[config.mk]
export PLATFORM = sky130hd
export DESIGN_NAME = load_store_unit_flat
export DESIGN_NICKNAME = d
export VERILOG_FILES = /design/src/rtl/load_store_unit_if.sv /design/src/rtl/load_store_unit.sv /design/src/flat_wrapper.sv
export SDC_FILE = /design/constraint.sdc
export NUM_CORES = 1
export LEC_CHECK = 0
export BUFFER_PORTS_ARGS = -buffer_cell sky130_fd_sc_hd__buf_4
export CAP_MARGIN = 5
export CORE_MARGIN = 2
export CORE_UTILIZATION = 55
export CTS_CLUSTER_SIZE = 30
export DETAILED_ROUTE_END_ITERATION = 16
export GPL_TIMING_DRIVEN = 0
export PLACE_DENSITY = 0.91
export SLEW_MARGIN = 30
export SYNTH_ARGS = -nofsm -noshare
export SYNTH_HDL_FRONTEND = slang
export SYNTH_SLANG_ARGS = --single-unit
[constraint.sdc]
create_clock -name clk -period 5.3 [get_ports clk]
set_clock_uncertainty 0.1 [all_clocks]
set_input_delay 1.06 -clock clk [delete_from_list [all_inputs] [get_ports clk]]
set_output_delay 1.06 -clock clk [all_outputs]
set_load 0.02 [all_outputs]
[src/rtl/load_store_unit_if.sv]
// Pipeline-side request/response and data-memory strobe signals of the load/store unit.
// master = pipeline plus memory model, slave = load_store_unit.
interface load_store_unit_if;
  logic        req;
  logic [3:0]  op;
  logic [31:0] addr;
  logic [31:0] wdata;
  logic        busy;
  logic        done;
  logic        err;
  logic [31:0] rdata;
  logic [31:0] mem_addr;
  logic [31:0] mem_wdata;
  logic        mem_read;
  logic        mem_write;
  logic [31:0] mem_rdata;

  modport master (
    output req, op, addr, wdata, mem_rdata,
    input  busy, done, err, rdata, mem_addr, mem_wdata, mem_read, mem_write
  );

  modport slave (
    input  req, op, addr, wdata, mem_rdata,
    output busy, done, err, rdata, mem_addr, mem_wdata, mem_read, mem_write
  );
endinterface

[src/rtl/load_store_unit.sv]
// Byte/half/word load-store engine; done 2 cycles after accept (sub-word store 3, reject 1).
// Pipeline stalls on busy; requests seen while busy are dropped.
module load_store_unit #(
  parameter int MEM_BYTES = 65536
) (
  input logic               clk,
  input logic               rst,
  load_store_unit_if.slave  bus
);

  typedef enum logic [1:0] {IDLE, RD, WR, DONE} state_t;

  localparam logic [32:0] LIMIT = 33'(MEM_BYTES);

  state_t      state;
  logic        store_q;
  logic [2:0]  f3_q;
  logic [1:0]  lane_q;
  logic [15:0] wdata_q;

  logic        is_store;
  logic [2:0]  f3;
  logic        bad_op;
  logic        misaligned;
  logic        out_of_range;
  logic        reject;

  always_comb begin
    is_store     = bus.op[3];
    f3           = bus.op[2:0];
    bad_op       = is_store ? !(f3 inside {3'b000, 3'b001, 3'b010})
                            :  (f3 inside {3'b011, 3'b110, 3'b111});
    misaligned   = ((f3[1:0] == 2'b01) && bus.addr[0]) ||
                   ((f3[1:0] == 2'b10) && (bus.addr[1:0] != 2'b00));
    out_of_range = ({1'b0, bus.addr} >= LIMIT);
    reject       = bad_op || misaligned || out_of_range;
  end

  // f[1]: word, f[0]: half, f[2]: zero-extend.
  function automatic logic [31:0] extract(input logic [31:0] w, input logic [2:0] f,
                                          input logic [1:0] lane);
    logic [7:0]  b;
    logic [15:0] h;
    case (lane)
      2'd0:    b = w[7:0];
      2'd1:    b = w[15:8];
      2'd2:    b = w[23:16];
      default: b = w[31:24];
    endcase
    h = lane[1] ? w[31:16] : w[15:0];
    if (f[1])      return w;
    else if (f[0]) return {{16{h[15] & ~f[2]}}, h};
    else           return {{24{b[7] & ~f[2]}}, b};
  endfunction

  function automatic logic [31:0] merge(input logic [31:0] w, input logic [2:0] f,
                                        input logic [1:0] lane, input logic [15:0] d);
    logic [31:0] r;
    r = w;
    if (f[0]) begin
      if (lane[1]) r[31:16] = d;
      else         r[15:0]  = d;
    end else begin
      case (lane)
        2'd0:    r[7:0]   = d[7:0];
        2'd1:    r[15:8]  = d[7:0];
        2'd2:    r[23:16] = d[7:0];
        default: r[31:24] = d[7:0];
      endcase
    end
    return r;
  endfunction

  always_ff @(posedge clk or negedge rst) begin
    if (!rst) begin
      state         <= IDLE;
      store_q       <= 1'b0;
      f3_q          <= 3'b000;
      lane_q        <= 2'b00;
      wdata_q       <= 16'h0;
      bus.busy      <= 1'b0;
      bus.done      <= 1'b0;
      bus.err       <= 1'b0;
      bus.rdata     <= 32'h0;
      bus.mem_addr  <= 32'h0;
      bus.mem_wdata <= 32'h0;
      bus.mem_read  <= 1'b0;
      bus.mem_write <= 1'b0;
    end else begin
      case (state)
        IDLE: begin
          if (bus.req) begin
            store_q  <= is_store;
            f3_q     <= f3;
            lane_q   <= bus.addr[1:0];
            wdata_q  <= bus.wdata[15:0];
            bus.busy <= 1'b1;
            if (reject) begin
              bus.done <= 1'b1;
              bus.err  <= 1'b1;
              state    <= DONE;
            end else begin
              bus.mem_addr <= {bus.addr[31:2], 2'b00};
              if (is_store && (f3[1:0] == 2'b10)) begin
                bus.mem_wdata <= bus.wdata;
                bus.mem_write <= 1'b1;
                state         <= WR;
              end else begin
                // Sub-word stores also read first so untouched lanes survive.
                bus.mem_read <= 1'b1;
                state        <= RD;
              end
            end
          end
        end
        RD: begin
          bus.mem_read <= 1'b0;
          if (store_q) begin
            bus.mem_wdata <= merge(bus.mem_rdata, f3_q, lane_q, wdata_q);
            bus.mem_write <= 1'b1;
            state         <= WR;
          end else begin
            bus.rdata <= extract(bus.mem_rdata, f3_q, lane_q);
            bus.done  <= 1'b1;
            state     <= DONE;
          end
        end
        WR: begin
          bus.mem_write <= 1'b0;
          bus.done      <= 1'b1;
          state         <= DONE;
        end
        DONE: begin
          bus.done <= 1'b0;
          bus.err  <= 1'b0;
          bus.busy <= 1'b0;
          state    <= IDLE;
        end
        default: state <= IDLE;
      endcase
    end
  end

endmodule

[src/flat_wrapper.sv]
// flat-port wrapper written by rule: the top's interface ports become plain ports
module load_store_unit_flat 
#(
  parameter int MEM_BYTES = 65536
)
  (clk, rst, bus_req, bus_op, bus_addr, bus_wdata, bus_mem_rdata, bus_busy, bus_done, bus_err, bus_rdata, bus_mem_addr, bus_mem_wdata, bus_mem_read, bus_mem_write);
  load_store_unit_if bus_i ();
  input logic clk;
  input logic rst;
  input wire logic [$bits(bus_i.req)-1:0] bus_req;
  input wire logic [$bits(bus_i.op)-1:0] bus_op;
  input wire logic [$bits(bus_i.addr)-1:0] bus_addr;
  input wire logic [$bits(bus_i.wdata)-1:0] bus_wdata;
  input wire logic [$bits(bus_i.mem_rdata)-1:0] bus_mem_rdata;
  output wire logic [$bits(bus_i.busy)-1:0] bus_busy;
  output wire logic [$bits(bus_i.done)-1:0] bus_done;
  output wire logic [$bits(bus_i.err)-1:0] bus_err;
  output wire logic [$bits(bus_i.rdata)-1:0] bus_rdata;
  output wire logic [$bits(bus_i.mem_addr)-1:0] bus_mem_addr;
  output wire logic [$bits(bus_i.mem_wdata)-1:0] bus_mem_wdata;
  output wire logic [$bits(bus_i.mem_read)-1:0] bus_mem_read;
  output wire logic [$bits(bus_i.mem_write)-1:0] bus_mem_write;
  assign bus_i.req = bus_req;
  assign bus_i.op = bus_op;
  assign bus_i.addr = bus_addr;
  assign bus_i.wdata = bus_wdata;
  assign bus_i.mem_rdata = bus_mem_rdata;
  assign bus_busy = bus_i.busy;
  assign bus_done = bus_i.done;
  assign bus_err = bus_i.err;
  assign bus_rdata = bus_i.rdata;
  assign bus_mem_addr = bus_i.mem_addr;
  assign bus_mem_wdata = bus_i.mem_wdata;
  assign bus_mem_read = bus_i.mem_read;
  assign bus_mem_write = bus_i.mem_write;
  load_store_unit #(.MEM_BYTES(MEM_BYTES)) u_core (.clk(clk), .rst(rst), .bus(bus_i));
endmodule
# Word-level counts from Yosys, hierarchy flattened
# Index checks and enable logic that the tools add are counted.
# op_classes
n_addsub	0
mul	0
n_div	0
magnitude_cmp	1
eq_ne	19
shifts	0
n_mux	40
bitwise_logic	5
n_reduce_logical	26
# ops
cell	n
2-to-1 mux 32 bit	7
case mux 32 bit (2 select lines)	1
2-to-1 mux 16 bit	3
2-to-1 mux 8 bit	6
>= comparator 32 x 17 -> 1 bit, second input constant	1
case mux 8 bit (3 select lines)	1
2-to-1 mux 1 bit	13
AND reduction 5 bit	2
AND reduction 3 bit	3
nonzero test 3 bit	3
== test 2 bit, second input constant	4
inequality test 2 bit, second input constant	4
case mux 2 bit (4 select lines)	1
== test 2 x 1 -> 1 bit, second input constant	3
== test 3 x 2 -> 1 bit, second input constant	2
== test 3 bit, second input constant	2
2-to-1 mux 2 bit	3
inequality test 2 x 1 -> 1 bit, second input constant	3
case mux 1 bit (2 select lines)	3
AND reduction 2 bit	3
nonzero test 2 bit	3
zero test 2 bit	2
case mux 1 bit (4 select lines)	1
AND reduction 4 bit	1
other kinds (9)	16
# word_totals
register_bits	123
latch_bits	0
ramBits	0
rom_bits	0
inputBits	103
output_inout_bits	101
word_cells	104
mem_count	0

# Logic depth before layout (Yosys ltp)
# logic_depth
ltp_word	9
mapped_depth	9
ltp_nobuf	7

# Least setup slack after synthesis
# Ideal clock, no wire load.
# synth_timing
path_kind	in2reg
startpoint	in bus_op[2]
endpoint	reg u_core.bus.mem_wdata[16]
setup_ns	0.121
t_arrival_ns	2.577
required_ns	5.079
setup_slack_ns	2.502
cell_stages	6
path_cell_list	o41ai_2 nand3_2 o41ai_4 nand2_2 buf_2 a22o_1
# synth_via
elab_chain_cells	8
word_cells_on_any_way	14
cone_classes	6 x eq/ne; 1 x mux; 7 x reduce/logical
# synth_lines
element	line	source
from (decl)	flat_wrapper.sv:11	input wire logic [$bits(bus_i.op)-1:0] bus_op;
== test 3 x 1 -> 1 bit (tied with other cells)	load_store_unit.sv:31	bad_op = is_store ? !(f3 inside {3'b000, 3'b001, 3'b010})
nonzero test 3 bit	load_store_unit.sv:31	
zero test 1 bit	load_store_unit.sv:31	
2-to-1 mux 1 bit (*)	load_store_unit.sv:31	
logical OR 1 bit (*) (2 in a row)	load_store_unit.sv:36	reject = bad_op || misaligned || out_of_range;
inequality test 2 bit (no line) (*)	--	
AND reduction 5 bit (no line) (*)	--	
to (signal assigned)	load_store_unit.sv:105	bus.mem_wdata <= bus.wdata;
to (signal assigned)	load_store_unit.sv:119	bus.mem_wdata <= merge(bus.mem_rdata, f3_q, lane_q, wdata_q);
to (decl)	load_store_unit_if.sv:25	output busy, done, err, rdata, mem_addr, mem_wdata, mem_read, mem_write
# Mark *: on every way between the ends. The rest lies on a longest branch, timed or not.
# A chain may end at the register's enable or synchronous reset.

# Worst setup path after layout
# layout_timing
startpoint	reg u_core.state[1]
endpoint	reg u_core.bus.rdata[6]
# layout_via
elab_chain_cells	2
# layout_lines
element	line	source
from (decl)	load_store_unit.sv:15	state_t state;
from (signal assigned)	load_store_unit.sv:76	state <= IDLE;
from (signal assigned)	load_store_unit.sv:101	state <= DONE;
from (signal assigned)	load_store_unit.sv:107	state <= WR;
== test 2 x 1 -> 1 bit	--	
AND reduction 2 bit (no line)	--	
to (signal assigned)	load_store_unit.sv:123	bus.rdata <= extract(bus.mem_rdata, f3_q, lane_q);
to (decl)	load_store_unit_if.sv:25	
# Every way passes these cells.

==> metrics.md <==
| Metric | Value |
|---|---|
| Top cells by area, synth | dfrtp_1 51%, mux2_2 5.4%, o21ai_0 4.2%, nand2_1 3.8%, nor2b_1 3.5% |
| Final net count | 923 |
| Mapped Area | 6050 um^2 |
| Clk_lat worst skew | approximately 0.52 ns |
| Overall routing resource usage | between 30% and 40% |
| Die Width | 109 um |
| Final-report max-slew violation count | 0 |
| Fin. Hold Viols | 0 |
| Relative slew slack | about half |
| Tmin final | between 3 and 4 ns |
| Non-filler instance count after layout | 969 |
| Crit-path max cell delay | 0.54 ns |
| Post-synth top area share | 50.9% |
| Most frequent cells in the layout | 203 x buf_4, 123 x dfrtp_1, 62 x nand2_1, 51 x o21ai_0, 34 x nor2b_1 |
| Layout cells sized above 1 | 34.9% |
| Leakage power | 4.04 nW |
| Final estimated routing congestion in global placement | 0.927 |
| Worst r2r dst | u_core.bus.rdata[6] |
| Die area | around 12,000 um^2 |
| Clock sink count | 123 |
| Core Region | 10,800 um^2 |
| Tcrit/Tclk final | 58.3% |
| Outcome | finished clean |
| Synth-to-layout area growth | 39.2% |
| Internal power | 3.25 mW |
| Syn Area/Cell | a little over 10 um^2 |
| N_diodes | 0 |
| Detailed-router iteration count before antenna repair | 5 |
| Setup CP Type | reg -> reg |
| CTS tree | yes |
| Clock Pin Slew Worst Setup and Hold Paths | 0.06 ns |
| Placed inst area | 7770 um^2 |
| Seq pwr share | between 20% and 30% |
| Syn. warnings | 0 |
| Fmax | 0.324 GHz |
| Clk pwr share | 23.8% |
| Crit Path Max Fanout | 10 |
| Port Buffer Count | 200 |
| EDFF count, synth | 0 |
| Max clock buf depth | 2 |
| Post-Synthesis Cells | 595 |
| Combinational power share | 47.3% |
| Ys async rst share | 100% |
| Worst vdd rail ir drop | roughly 0.34 mV |
| RSZ-0062 raised after global routing | false |
| Postcts setup bufs | 0 |
| Worst path cell trace | inv_1 > ha_1 > clkbuf_1 > nor2b_1 > clkbuf_1 > buf_1 > nand2_1 > o22a_1 |
| DRT iter0 DRCs | roughly 510 |
| CTS buffer count | 17 |
| Die Ht | 109 um |
| Synth area leader | dfrtp_1 |
| Pwr Density | 647 nW/um^2 |
| CP endpoint kind | flip-flop |
| Placed Instances | 937 |
| Psw | 2.20 mW |
| First-pass GRT wire length | roughly 30,000 um |
| Worst Max-Slew Pin Slew | ~0.77 ns |
| Flop2flop setup slack | ~2.2 ns |
| Largest net degree at the start of global routing | 88 |
| Setup TNS | 0 ns |
| Critical Path Slowest Stage Cell | clkbuf_1 |
| Routed wire length | between 15,000 and 20,000 um |
| Most used cell, CP | clkbuf_1 |
| Commonest non-fill, non-tap cell in the layout | buf_4 |
| Vias in the first global route | 5,790 |
| Reg-to-reg startpoint | u_core.state[1] |
| Antenna violations before repair | 0 |
| Switching share of power | 40.3% |
| Class of the worst hold path | in -> async |
| CP Data Required Time | about 5.6 ns |
| CTS H-tree depth | 4 |
| Io pins | 204 |
| Final instance area | 8420 um^2 |
| Startpoint Class | flip-flop |
| Gr ovfl total | 0 |
| Cell variety after synth | 50 |
| Vias/cell | 6.13 |
| Yosys reg bits | about 120 |
| Starting Density | 56.1% |
| PostCTS Resize Cnt | 0 |
| DP HPWL | 14,800 um |
| Total of max-cap violations | 0 |
| Via count | 5,944 |
| Routed WL per cell | 20.4 um |
| Worst Reg-to-Reg Cells | 8 |
| Main synth FF type | dfrtp_1 |
| Clk root buf | clkbuf_8 |
| CP startpoint | u_core.state[1] |
| CTS Hold Buffers Added | 0 |
| Setup violations, final | 0 |
| Setup crit end | u_core.bus.rdata[6] |
| WP data arrival | 3.40 ns |
| Antenna Nets Post-Route | 0 |
| Post-synthesis sequential area ratio | approximately half |
| # rows | 38 |
| Residual DRC | 0 |
==> sequential cells by signal (all words and copies together) (netlist names) <==
register / cells
u_core.store_q: 1
u_core.bus.busy: 1
u_core.bus.err: 1
u_core.bus.mem_write: 1
u_core.state: 2
u_core.bus.done: 1
u_core.bus.rdata: 32
u_core.bus.mem_addr: 30
u_core.f3_q: 3
u_core.bus.mem_read: 1
u_core.lane_q: 2
u_core.wdata_q: 16
u_core.bus.mem_wdata: 32
==> synthesized netlist by cell type, types with 9 or more instances <==
cell type	count
dfrtp_1	123
nand2_1	62
o21ai_0	51
nor2b_1	34
clkbuf_1	30
mux2_2	29
inv_1	28
nor2_1	28
o22ai_1	24
a21oi_1	22
nand3_1	19
mux2i_1	18
a22o_1	16
o22a_1	9
==> kinds of logic (layout without fill, tap and decap cells) <==
kind of cell | after synthesis | after routing | share of synthesized area [%]
adder cells (fa/ha/maj) | 4 | 4 | 0.827
flip-flops | 123 | 123 | 50.9
AO/OA/AOI/OAI | 170 | 170 | 19.7
multiplexers | 50 | 50 | 9.49
other | 1 | 2 | 0.0620
buffers and inverters | 74 | 307 | 4.98
AND/OR/NAND/NOR | 173 | 173 | 14.1
==> layer usage <==
metal / global-route usage (%) / up-vias / part of all wire, %
met2: 53.9 / 435 / 47
li1: - / 2600 / -
met1: 43.7 / 2845 / 38
met5: 0 / - / 0
met3: 9.21 / 64 / 11
met4: 15.4 / 0 / 3.7
==> final cells by class <==
class | count | area (um^2)
plain buffers | 45 | 193
clock buffers | 21 | 439
clock inverters | 11 | 216
fillers | 702 | 2370
inverters | 29 | 109
multi-input cells | 399 | 2680
flip-flops and latches | 123 | 3080
well taps | 140 | 175
repair buffers | 201 | 1540
==> power groups by stage <==
| stage | clock network (mW) | registers [mW] | logic [mW] |
|---|---|---|---|
| finish | 1.30 | 1.57 | 2.57 |
| global route | 1.35 | 1.61 | 2.77 |
| CTS | 1.30 | 1.56 | 2.55 |
| detailed placement | 0 | 1.57 | 2.52 |
| global placement | 0 | 1.55 | 2.43 |
| floorplan | 0 | 1.82 | 1.32 |
==> worst min path at each step <==
stage / to / slack, ns
finish: u_core.bus.mem_wdata[8] / 0.30
global route: u_core.bus.mem_wdata[8] / 0.31
CTS: u_core.bus.mem_wdata[8] / 0.30
detailed placement: u_core.bus.rdata[3] / 0.37
global placement: u_core.bus.rdata[5] / 0.36
floorplan: u_core.wdata_q[0] / 0.38
==> worst max-delay path: cells and delay by family (launching register included) <==
family	cells	cell delay, ns
buf+inv	4	1.51
simple gates	2	0.62
flops	1	0.42
compound gates	1	0.18
fa+ha+maj	1	0.14
==> metrics by stage <==
stage	hold slack [ns]	power, mW	setup WS (ns)	util [%]
final	0.300	5.45	2.21	78.0
after detailed placement	0.373	4.09	1.91	72.0
after floorplan	0.384	3.14	2.50	-
after CTS	0.303	5.41	2.29	78.0
after global placement	0.363	3.99	1.99	71.6
after global routing	0.309	5.72	2.10	78.0
(Power assumes the default switching activity.)
